`src/rtl/dlx_hazard_ctrl.sv`:
```
`default_nettype none
// ============================================================================
//  Module   : dlx_hazard_ctrl
//  Purpose  : Hazard and forwarding controller for the 5-stage DLX pipeline.
//             Tracks in-flight destination registers past ID, and each cycle
//             decides whether to stall, insert a bubble, flush, or forward.
//  Ports    : clk, reset          - clock, synchronous active-high reset
//             id_*                - decoded fields of the instruction in ID
//             branch_taken        - taken branch resolved in MEM
//             stall, bubble_id_ex - hold PC/IF-ID, zero ID/EX (combinational)
//             flush               - squash IF/ID, ID/EX, EX/MEM (combinational)
//             fwd_a, fwd_b        - EX operand source, 0 = regfile, k = entry k
//             stall_cnt           - saturating count of stall cycles
//  Revision : 1.0 - initial release
// ============================================================================
module dlx_hazard_ctrl #(
   parameter int ADDR_W = 5,
   parameter int DEPTH  = 3,
   parameter int FWD_EN = 1,
   parameter int CNT_W  = 16
) (
   input  logic              clk,
   input  logic              reset,
   input  logic              id_valid,
   input  logic [ADDR_W-1:0] id_rs,
   input  logic [ADDR_W-1:0] id_rt,
   input  logic              id_uses_rt,
   input  logic [ADDR_W-1:0] id_rd,
   input  logic              id_reg_write,
   input  logic              id_mem_read,
   input  logic              branch_taken,
   output logic              stall,
   output logic              bubble_id_ex,
   output logic              flush,
   output logic [2:0]        fwd_a,
   output logic [2:0]        fwd_b,
   output logic [CNT_W-1:0]  stall_cnt
);

   // The WB entry (e[DEPTH]) can never cause a hazard or a forward because the
   // register file is write-through, so only entries 1..DEPTH-1 are stored.
   // mem_read only matters for the load-use check on entry 1.
   localparam int LIVE = DEPTH - 1;

   logic [LIVE:1]     e_valid_q, e_valid_d;
   logic [LIVE:1]     e_rw_q,    e_rw_d;
   logic [ADDR_W-1:0] e_rd_q [1:LIVE];
   logic [ADDR_W-1:0] e_rd_d [1:LIVE];
   logic              e1_mr_q,   e1_mr_d;

   logic [2:0]        fwd_a_q, fwd_a_d;
   logic [2:0]        fwd_b_q, fwd_b_d;
   logic [CNT_W-1:0]  stall_cnt_q, stall_cnt_d;

   logic [LIVE:1]     match_a, match_b;
   logic              hazard;

   // ---------------------------------------------------------------- matching
   always_comb begin
      match_a = '0;
      match_b = '0;
      for (int k = 1; k <= LIVE; k++) begin
         if (e_valid_q[k] && e_rw_q[k] && (e_rd_q[k] != '0)) begin
            match_a[k] = (e_rd_q[k] == id_rs);
            match_b[k] = id_uses_rt && (e_rd_q[k] == id_rt);
         end
      end
   end

   // ------------------------------------------------------------------ hazard
   always_comb begin
      hazard = 1'b0;
      if (FWD_EN != 0) begin
         // Only a load in EX cannot be bypassed in time.
         hazard = id_valid && e1_mr_q && (match_a[1] || match_b[1]);
      end else begin
         hazard = id_valid && ((|match_a) || (|match_b));
      end
   end

   assign flush        = branch_taken;
   assign stall        = hazard && !branch_taken;
   assign bubble_id_ex = stall;

   // --------------------------------------------------------- forward select
   // Scan oldest to youngest so the youngest producer overwrites.
   always_comb begin
      fwd_a_d = '0;
      fwd_b_d = '0;
      if ((FWD_EN != 0) && !stall && !flush) begin
         for (int k = LIVE; k >= 1; k--) begin
            if (match_a[k]) fwd_a_d = 3'(k + 1);
            if (match_b[k]) fwd_b_d = 3'(k + 1);
         end
      end
   end

   // ------------------------------------------------------ scoreboard shift
   always_comb begin
      e_valid_d    = '0;
      e_rw_d       = '0;
      e_rd_d       = e_rd_q;
      e_valid_d[1] = id_valid && !stall && !flush;
      e_rw_d[1]    = id_reg_write;
      e_rd_d[1]    = id_rd;
      e1_mr_d      = id_mem_read;
      for (int k = 2; k <= LIVE; k++) begin
         // On flush the instruction leaving EX is squashed along with ID.
         e_valid_d[k] = e_valid_q[k-1] && !(flush && (k == 2));
         e_rw_d[k]    = e_rw_q[k-1];
         e_rd_d[k]    = e_rd_q[k-1];
      end
   end

   // ----------------------------------------------------------- stall counter
   always_comb begin
      stall_cnt_d = stall_cnt_q;
      if (stall && (stall_cnt_q != '1)) begin
         stall_cnt_d = stall_cnt_q + 1'b1;
      end
   end

   // --------------------------------------------------------------- registers
   always_ff @(posedge clk) begin
      if (reset) begin
         e_valid_q   <= '0;
         e_rw_q      <= '0;
         e1_mr_q     <= 1'b0;
         for (int k = 1; k <= LIVE; k++) begin
            e_rd_q[k] <= '0;
         end
         fwd_a_q     <= '0;
         fwd_b_q     <= '0;
         stall_cnt_q <= '0;
      end else begin
         e_valid_q   <= e_valid_d;
         e_rw_q      <= e_rw_d;
         e1_mr_q     <= e1_mr_d;
         e_rd_q      <= e_rd_d;
         fwd_a_q     <= fwd_a_d;
         fwd_b_q     <= fwd_b_d;
         stall_cnt_q <= stall_cnt_d;
      end
   end

   assign fwd_a     = fwd_a_q;
   assign fwd_b     = fwd_b_q;
   assign stall_cnt = stall_cnt_q;

endmodule
`default_nettype wire
```
`config.mk`:
```
export PLATFORM = sky130hd
export DESIGN_NAME = dlx_hazard_ctrl
export DESIGN_NICKNAME = d
export VERILOG_FILES = /design/src/rtl/dlx_hazard_ctrl.sv
export SDC_FILE = /design/constraint.sdc
export NUM_CORES = 1
export LEC_CHECK = 0
export BUFFER_PORTS_ARGS = -buffer_cell sky130_fd_sc_hd__buf_2
export CORE_ASPECT_RATIO = 1.5
export CORE_UTILIZATION = 45
export DETAILED_ROUTE_END_ITERATION = 8
export GPL_TIMING_DRIVEN = 0
export PLACE_DENSITY = 0.69
export SLEW_MARGIN = 5
export SYNTH_ARGS = -nofsm -noshare
export SYNTH_HDL_FRONTEND = slang
export SYNTH_SLANG_ARGS = --single-unit
```
`constraint.sdc`:
```
create_clock -name clk -period 1.8 [get_ports clk]
set_input_delay 0.36 -clock clk [delete_from_list [all_inputs] [get_ports clk]]
set_output_delay 0.36 -clock clk [all_outputs]
set_load 0.02 [all_outputs]
```
==> Word level (Yosys, flattened, before mapping) <==
Cells that the tools add are included.
{ "op_classes": {"reduce_logical": 22, "addsub": 1, "n_mux": 8, "eq_ne": 5, "n_bitwise": 1} }
{ "ops": {"columns": ["cell", "count"], "rows": [
  ["$eq 5x5->1", 4],
  ["$add 16x1->16 const B", 1],
  ["$ne 16x16->1 const B", 1],
  ["$logic_and 1x1->1", 14],
  ["$reduce_bool 5->1", 2],
  ["$mux 2", 4],
  ["$reduce_or 3->1", 2],
  ["$mux 1", 4],
  ["$logic_not 1->1", 2],
  ["$reduce_or 2->1", 1],
  ["$logic_or 1x1->1", 1],
  ["$not 1->1", 1]
]} }
{ "totals": {"input_bits": 22, "wordCells": 47, "register_bits": 37, "output_inout_bits": 25} }

==> Logic depth before layout (Yosys ltp) <==
{ "depth": {"ltp_word": 10, "ltp_mapped": 7, "mapped_depth_nobuf": 7} }

==> Worst setup path after synthesis <==
No wires, ideal clock.
{ "synth_timing": {"path_kind": "reg-to-reg", "start": "register stall_cnt_q[0] (netlist: stall_cnt[0])", "end": "register stall_cnt_q[11] (netlist: stall_cnt[11])", "path_stages_with_launch": 8, "required_ps": 1679, "period_less_slack_ps": 2109, "t_arrival_ps": 1988, "setup_slack_ps": -309, "setup_time_ps": 121, "n_path_buf": 1, "path_cell_list": "dfxtp_1 > ha_1 > nand2_1 > or3_1 > nor4_2 > buf_4 > nor3b_1 > mux2_2"} }
{ "synth_via": {"elab_chain_len": 2, "elab_cells_between_ends": 3, "cone_classes": "add/sub (1); eq/ne (1); reduce/logical (1)"} }
{ "synth_rtl": {"columns": ["element", "line_no", "text"], "rows": [
  ["start: declaration", "53", "logic [CNT_W-1:0] stall_cnt_q, stall_cnt_d;"],
  ["start signal: assignment", "142", "stall_cnt_q <= stall_cnt_d;"],
  ["parallel branches: the longest is 2 deep, another holds $add 16x1->16", null, null]
]} }
Several ways; the timed one is not identified.
A chain may end at the register's enable or synchronous reset.

==> Final worst setup path <==
{ "layout_timing": {"start": "register e_rd_q, in the netlist e_rd_d[1]", "end": "output stall"} }
{ "layout_via": {"elab_chain_len": 6, "elab_cells_between_ends": 10, "cone_classes": "eq/ne (2); mux (2); reduce/logical (6)"} }
{ "layout_rtl": {"columns": ["element", "line_no", "text"], "rows": [
  ["start: declaration", "47", "logic [ADDR_W-1:0] e_rd_q [1:LIVE];"],
  ["start signal: assignment", "139", "e_rd_q <= e_rd_d;"],
  ["$eq 5x5->1 or $reduce_bool 5->1 (tied branches)", "65, 63", null],
  ["$logic_and 1x1->1 (on tied branches)", "65, 63", null],
  ["$mux 1", "63", "if (e_valid_q[k] && e_rw_q[k] && (e_rd_q[k] != '0)) begin"],
  ["$logic_or 1x1->1 *", "75", "hazard = id_valid && e1_mr_q && (match_a[1] || match_b[1]);"],
  ["$logic_and 1x1->1 *", "75", null],
  ["$logic_and 1x1->1 *", "82", "assign stall = hazard && !branch_taken;"],
  ["end: declaration", "32", "output logic stall,"]
]} }
Mark *: on every way between the ends. The rest lies on a longest branch, timed or not.

==> qor_table.md <==
| Quantity | Value | Unit |
|---|---|---|
| Critical Path, Cell by Cell | nor4_4, a2111oi_4, o21ai_4, buf_6, clkinvlp_4, buf_6, buf_6 | - |
| Length of the first detailed-routing pass in iterations | 4 | - |
| Root Driver | sky130_fd_sc_hd__clkbuf_8 | - |
| Clock tree from TritonCTS | done | - |
| Startpoint of the most critical register-to-register path | e_rd_d[2] | - |
| Maximum cell stage delay along the critical path | 0.37 | ns |
| Die span in y | 78.0 | um |
| Number of DRC violations after detailed routing | 0 | - |
| Mean cell area of the mapped netlist | 9.13 | um^2 |
| Combinational fraction of design power | 10.3 | % |
| Critical path peak fanout | 4 | - |
| Overall die area | 4110 | um^2 |
| Antenna violations before repair | 0 | - |
| Post-route ant nets | 0 | - |
| Number of port buffers | 44 | - |
| Number of placed instances with taps included | 278 | - |
| Starting DRT DRC Count | 30 | - |
| Min-delay worst type | input port to flop | - |
| Average detailed-routed wire length per instance | 14.3 | um |
| Result of the run | finished with violations | - |
| Number of enable flip-flop cells after synthesis | 0 | - |
| Leak | 0.983 | nW |
| Post-route minimum period | 2.05 | ns |
| Kind of cell adding the most delay to the critical path | buffers and inverters | - |
| Std-Cell Core Area | 3680 | um^2 |
| PD cells | 624 | nW/um^2 |
| Data arrival time of the worst path | 1.69 | ns |
| Most congested layer reported by global routing | met2 | - |
| Final core area utilization | 66.6 | % |
| Share of synthesized area occupied by flip-flops and latches | 40.4 | % |
| Power share of the sequential group | 52.5 | % |
| Weighted congestion reported at the end of routability-driven placement | 0.778 | - |
| Gr ovfl total | 0 | - |
| Net switching power | 0.367 | mW |
| Initial core utilization | 47.1 | % |
| Endpoint required time on the critical path | 1.44 | ns |
| Highest achievable clock rate | 487 | MHz |
| GR Util met2 | 41.8 | % |
| Class of the most critical setup path | flop to primary output | - |
| Kind of start point of the critical path | flop | - |
| Internal power component | 1.16 | mW |
| Post-Route Setup TNS | -2.67 | ns |
| Cell Rows | 27 | - |
| WHS Endpoint | e1_mr_q | - |
| Placed wire-length estimate | 2930 | um |
| Synthesized instance count | 190 | - |
| Number of endpoints with negative hold slack in the final report | 0 | - |
| Antenna diode instance count | 0 | - |
| Unrepaired setup endpoints after global routing | yes | - |
| Clock-pin transition on the worst setup and hold timing paths | 0.07 | ns |
| Latest clock arrival within the worst-skew pair | 0.29 | ns |
| Clock network fraction of total power | 37.2 | % |
| Worst vdd rail ir drop | 488 | uV |
| Max cap viols | 0 | - |
| DRT Wirelength | 4310 | um |
| Register bit count reported by yosys | 35 | - |
| Part of the cycle the worst path needs | 114 | % |
| Largest clock skew in the final design | 0.00603 | ns |
| Die boundary width | 52.7 | um |
| Post-Place Cell Area | 2090 | um^2 |
| Number of CTS-inserted buffers | 5 | - |
| Share of layout cells above drive strength 1 | 42.5 | % |
| Final setup slack of the worst path | -0.255 | ns |
| First-pass GRT wire length | 6550 | um |
| Total buffers and inverters traversed by the critical path | 4 | - |
| Yosys warning total | 0 | - |
| Post-placement setup slack | -0.411 | ns |
| Post-synthesis instance area | 1730 | um^2 |
| Hold_ws | 0.279 | ns |
| Share of flip-flops with an asynchronous set or reset | 0 | % |
| Detailed-route via count | 1623 | - |
| Pin count of the biggest net entering global routing | 11 | - |
| Post-layout power | 1.53 | mW |
| Fillers | 322 | - |
| Via-per-instance ratio | 5.37 | - |
| Nature of the critical path endpoint | primary output | - |
| Critical-path cell with the highest stage delay | sky130_fd_sc_hd__dfxtp_4 | - |
| Fin. max-slew vios | 0 | - |
| Syn-to-layout area delta | 41.4 | % |
| Most used flip-flop cell after synthesis | sky130_fd_sc_hd__dfxtp_1 | - |
| Number of global-route vias before repair | 1472 | - |
| CTS sink count | 35 | - |
| Relative slew slack | 65.2 | % |
| Failing checks | setup timing | - |
| Proportion of total power due to net switching | 24.0 | % |
| GR Util All Layers | 21.4 | % |
| Transition at the pin with the smallest max-transition slack | 0.521 | ns |
| Design Area, Final | 2450 | um^2 |
| Critical Path Most Common Cell | sky130_fd_sc_hd__buf_6 | - |
| GR met1 Demand/Resource | 20.7 | % |
| Distinct cell type count after synthesis | 36 | - |
| Met3 track demand over resource | 4.65 | % |
| Nets | 282 | - |
| Reg-to-Reg End | stall_cnt[11] | - |
| Worst hold path cell count | 2 | - |
| Layout Cells excl Fill | 302 | - |
| Count of pins on the block boundary | 47 | - |
| Setup slack of the worst register-to-register path | -0.22 | ns |
| Longest Clk Path Bufs | 2 | - |
| Hold Startpoint | id_mem_read | - |
| Total setup violations reported at the end of the flow | 17 | - |
| CTS H-tree lvls | 2 | - |
| Worst-case reg-to-reg path depth | 8 | - |
## cells in the final DEF (no fill, tap or decap), types with 2 or more instances in the layout
| cell type | Yosys | routed |
|---|---|---|
| sky130_fd_sc_hd__or3_1 | 4 | 3 |
| sky130_fd_sc_hd__nand3_1 | 7 | 7 |
| sky130_fd_sc_hd__nor3_1 | 4 | 3 |
| sky130_fd_sc_hd__o211ai_1 | 3 | 3 |
| sky130_fd_sc_hd__a21oi_2 | 0 | 2 |
| sky130_fd_sc_hd__or4_1 | 6 | 4 |
| sky130_fd_sc_hd__nor2_1 | 11 | 11 |
| sky130_fd_sc_hd__nor4_1 | 3 | 3 |
| sky130_fd_sc_hd__clkbuf_1 | 3 | 3 |
| sky130_fd_sc_hd__nor3_4 | 2 | 3 |
| sky130_fd_sc_hd__xnor2_1 | 14 | 9 |
| sky130_fd_sc_hd__o31ai_1 | 4 | 4 |
| sky130_fd_sc_hd__xor2_1 | 11 | 10 |
| sky130_fd_sc_hd__nand2_1 | 13 | 12 |
| sky130_fd_sc_hd__buf_6 | 1 | 8 |
| sky130_fd_sc_hd__conb_1 | 1 | 2 |
| sky130_fd_sc_hd__buf_4 | 5 | 16 |
| sky130_fd_sc_hd__or4_4 | 0 | 2 |
| sky130_fd_sc_hd__dfxtp_1 | 35 | 28 |
| sky130_fd_sc_hd__nor4_4 | 0 | 2 |
| sky130_fd_sc_hd__xnor2_2 | 0 | 5 |
| sky130_fd_sc_hd__buf_2 | 0 | 43 |
| sky130_fd_sc_hd__o21ai_0 | 8 | 7 |
| sky130_fd_sc_hd__clkbuf_8 | 0 | 6 |
| sky130_fd_sc_hd__o2111ai_2 | 0 | 2 |
| sky130_fd_sc_hd__a21oi_1 | 12 | 10 |
| sky130_fd_sc_hd__nor2b_1 | 14 | 14 |
| sky130_fd_sc_hd__nand4_1 | 5 | 5 |
| sky130_fd_sc_hd__o2111a_1 | 2 | 2 |
| sky130_fd_sc_hd__nor3b_4 | 0 | 2 |
| sky130_fd_sc_hd__dfxtp_4 | 0 | 7 |
| sky130_fd_sc_hd__inv_1 | 5 | 3 |
## cell families after synthesis
family / after synthesis / synth area share (%)
multiplexers: 1 / 0.649
other: 1 / 0.216
XOR/XNOR: 25 / 12.6
AND/OR/NAND/NOR: 77 / 26.1
adder cells (fa/ha/maj): 1 / 0.721
AO/OA/AOI/OAI: 36 / 14.7
buffers and inverters: 14 / 4.55
flip-flops: 35 / 40.4
## power by group through the flow
stage	clock [mW]	combinational, mW	sequential (mW)
detailed placement	0	0.133	0.824
global placement	0	0.131	0.823
finish	0.570	0.157	0.803
floorplan	0	0.0861	0.819
global route	0.616	0.172	0.804
CTS	0.582	0.147	0.804
## flip-flops by register name, summed over array words and instances (netlist names)
signal / cells
e_rd_q: 5
e1_mr_q: 1
e_valid_q: 2
fwd_a: 2
e_rd_d: 5
fwd_b: 2
e_rw_q: 2
stall_cnt: 16
## layout make-up
class / instances / area [um^2] / share of cell area, %
multi-input cells: 142 / 1120 / 45.9
flip-flops and latches: 35 / 727 / 29.6
repair buffers: 61 / 373 / 15.2
clock buffers: 6 / 82.6 / 3.37
plain buffers: 9 / 63.8 / 2.60
well taps: 43 / 53.8 / 2.19
inverters: 5 / 22.5 / 0.918
clock inverters: 1 / 5.00 / 0.204
## Yosys cell counts (4+ instances only)
| library cell | count | area (um^2) |
|---|---|---|
| sky130_fd_sc_hd__nor2b_1 | 14 | 87.6 |
| sky130_fd_sc_hd__nand3_1 | 7 | 35.0 |
| sky130_fd_sc_hd__a21oi_1 | 12 | 60.1 |
| sky130_fd_sc_hd__xnor2_1 | 14 | 123 |
| sky130_fd_sc_hd__o21ai_0 | 8 | 40.0 |
| sky130_fd_sc_hd__xor2_1 | 11 | 96.3 |
| sky130_fd_sc_hd__nand4_1 | 5 | 31.3 |
| sky130_fd_sc_hd__or4_1 | 6 | 45.0 |
| sky130_fd_sc_hd__nor2_1 | 11 | 41.3 |
| sky130_fd_sc_hd__dfxtp_1 | 35 | 701 |
| sky130_fd_sc_hd__inv_1 | 5 | 18.8 |
| sky130_fd_sc_hd__nor3_1 | 4 | 20.0 |
| sky130_fd_sc_hd__o31ai_1 | 4 | 30.0 |
| sky130_fd_sc_hd__buf_4 | 5 | 37.5 |
| sky130_fd_sc_hd__or3_1 | 4 | 25.0 |
| sky130_fd_sc_hd__nand2_1 | 13 | 48.8 |
## timing repair
item | in CTS | in global routing
hold buffers | 0 | 0
pin swaps | 16 | 12
resized for setup | 16 | 16
buffers inserted | 9 | 8
endpoints found under the hold margin | 0 | 0
setup endpoints to repair | 16 | 19
## metal layers
| layer | vias up | wire length, um | part of all wire [%] |
|---|---|---|---|
| li1 | 806 | - | - |
| met1 | 767 | 1620 | 38 |
| met4 | 0 | 60 | 1.4 |
| met2 | 45 | 2480 | 58 |
| met3 | 5 | 147 | 3.4 |
| met5 | - | 0 | 0 |
## how the worst max path moves through the flow
| stage | startpoint | endpoint | slack, ns | depth (start not counted) |
|---|---|---|---|---|
| final | e_rd_d[1] | stall | -0.25 | 7 |
| after global routing | e_rd_d[1] | stall | -0.32 | 7 |
| after CTS | e_rd_d[0] | stall | -0.27 | 8 |
| after detailed placement | id_rs[0] | stall_cnt[11] | -0.41 | 8 |
| after global placement | id_rs[0] | stall_cnt[11] | -0.36 | 8 |
| after floorplan | e_rd_d[4] | stall_cnt[11] | 0.001 | 7 |
No activity file was read; power rests on OpenSTA's default activity.
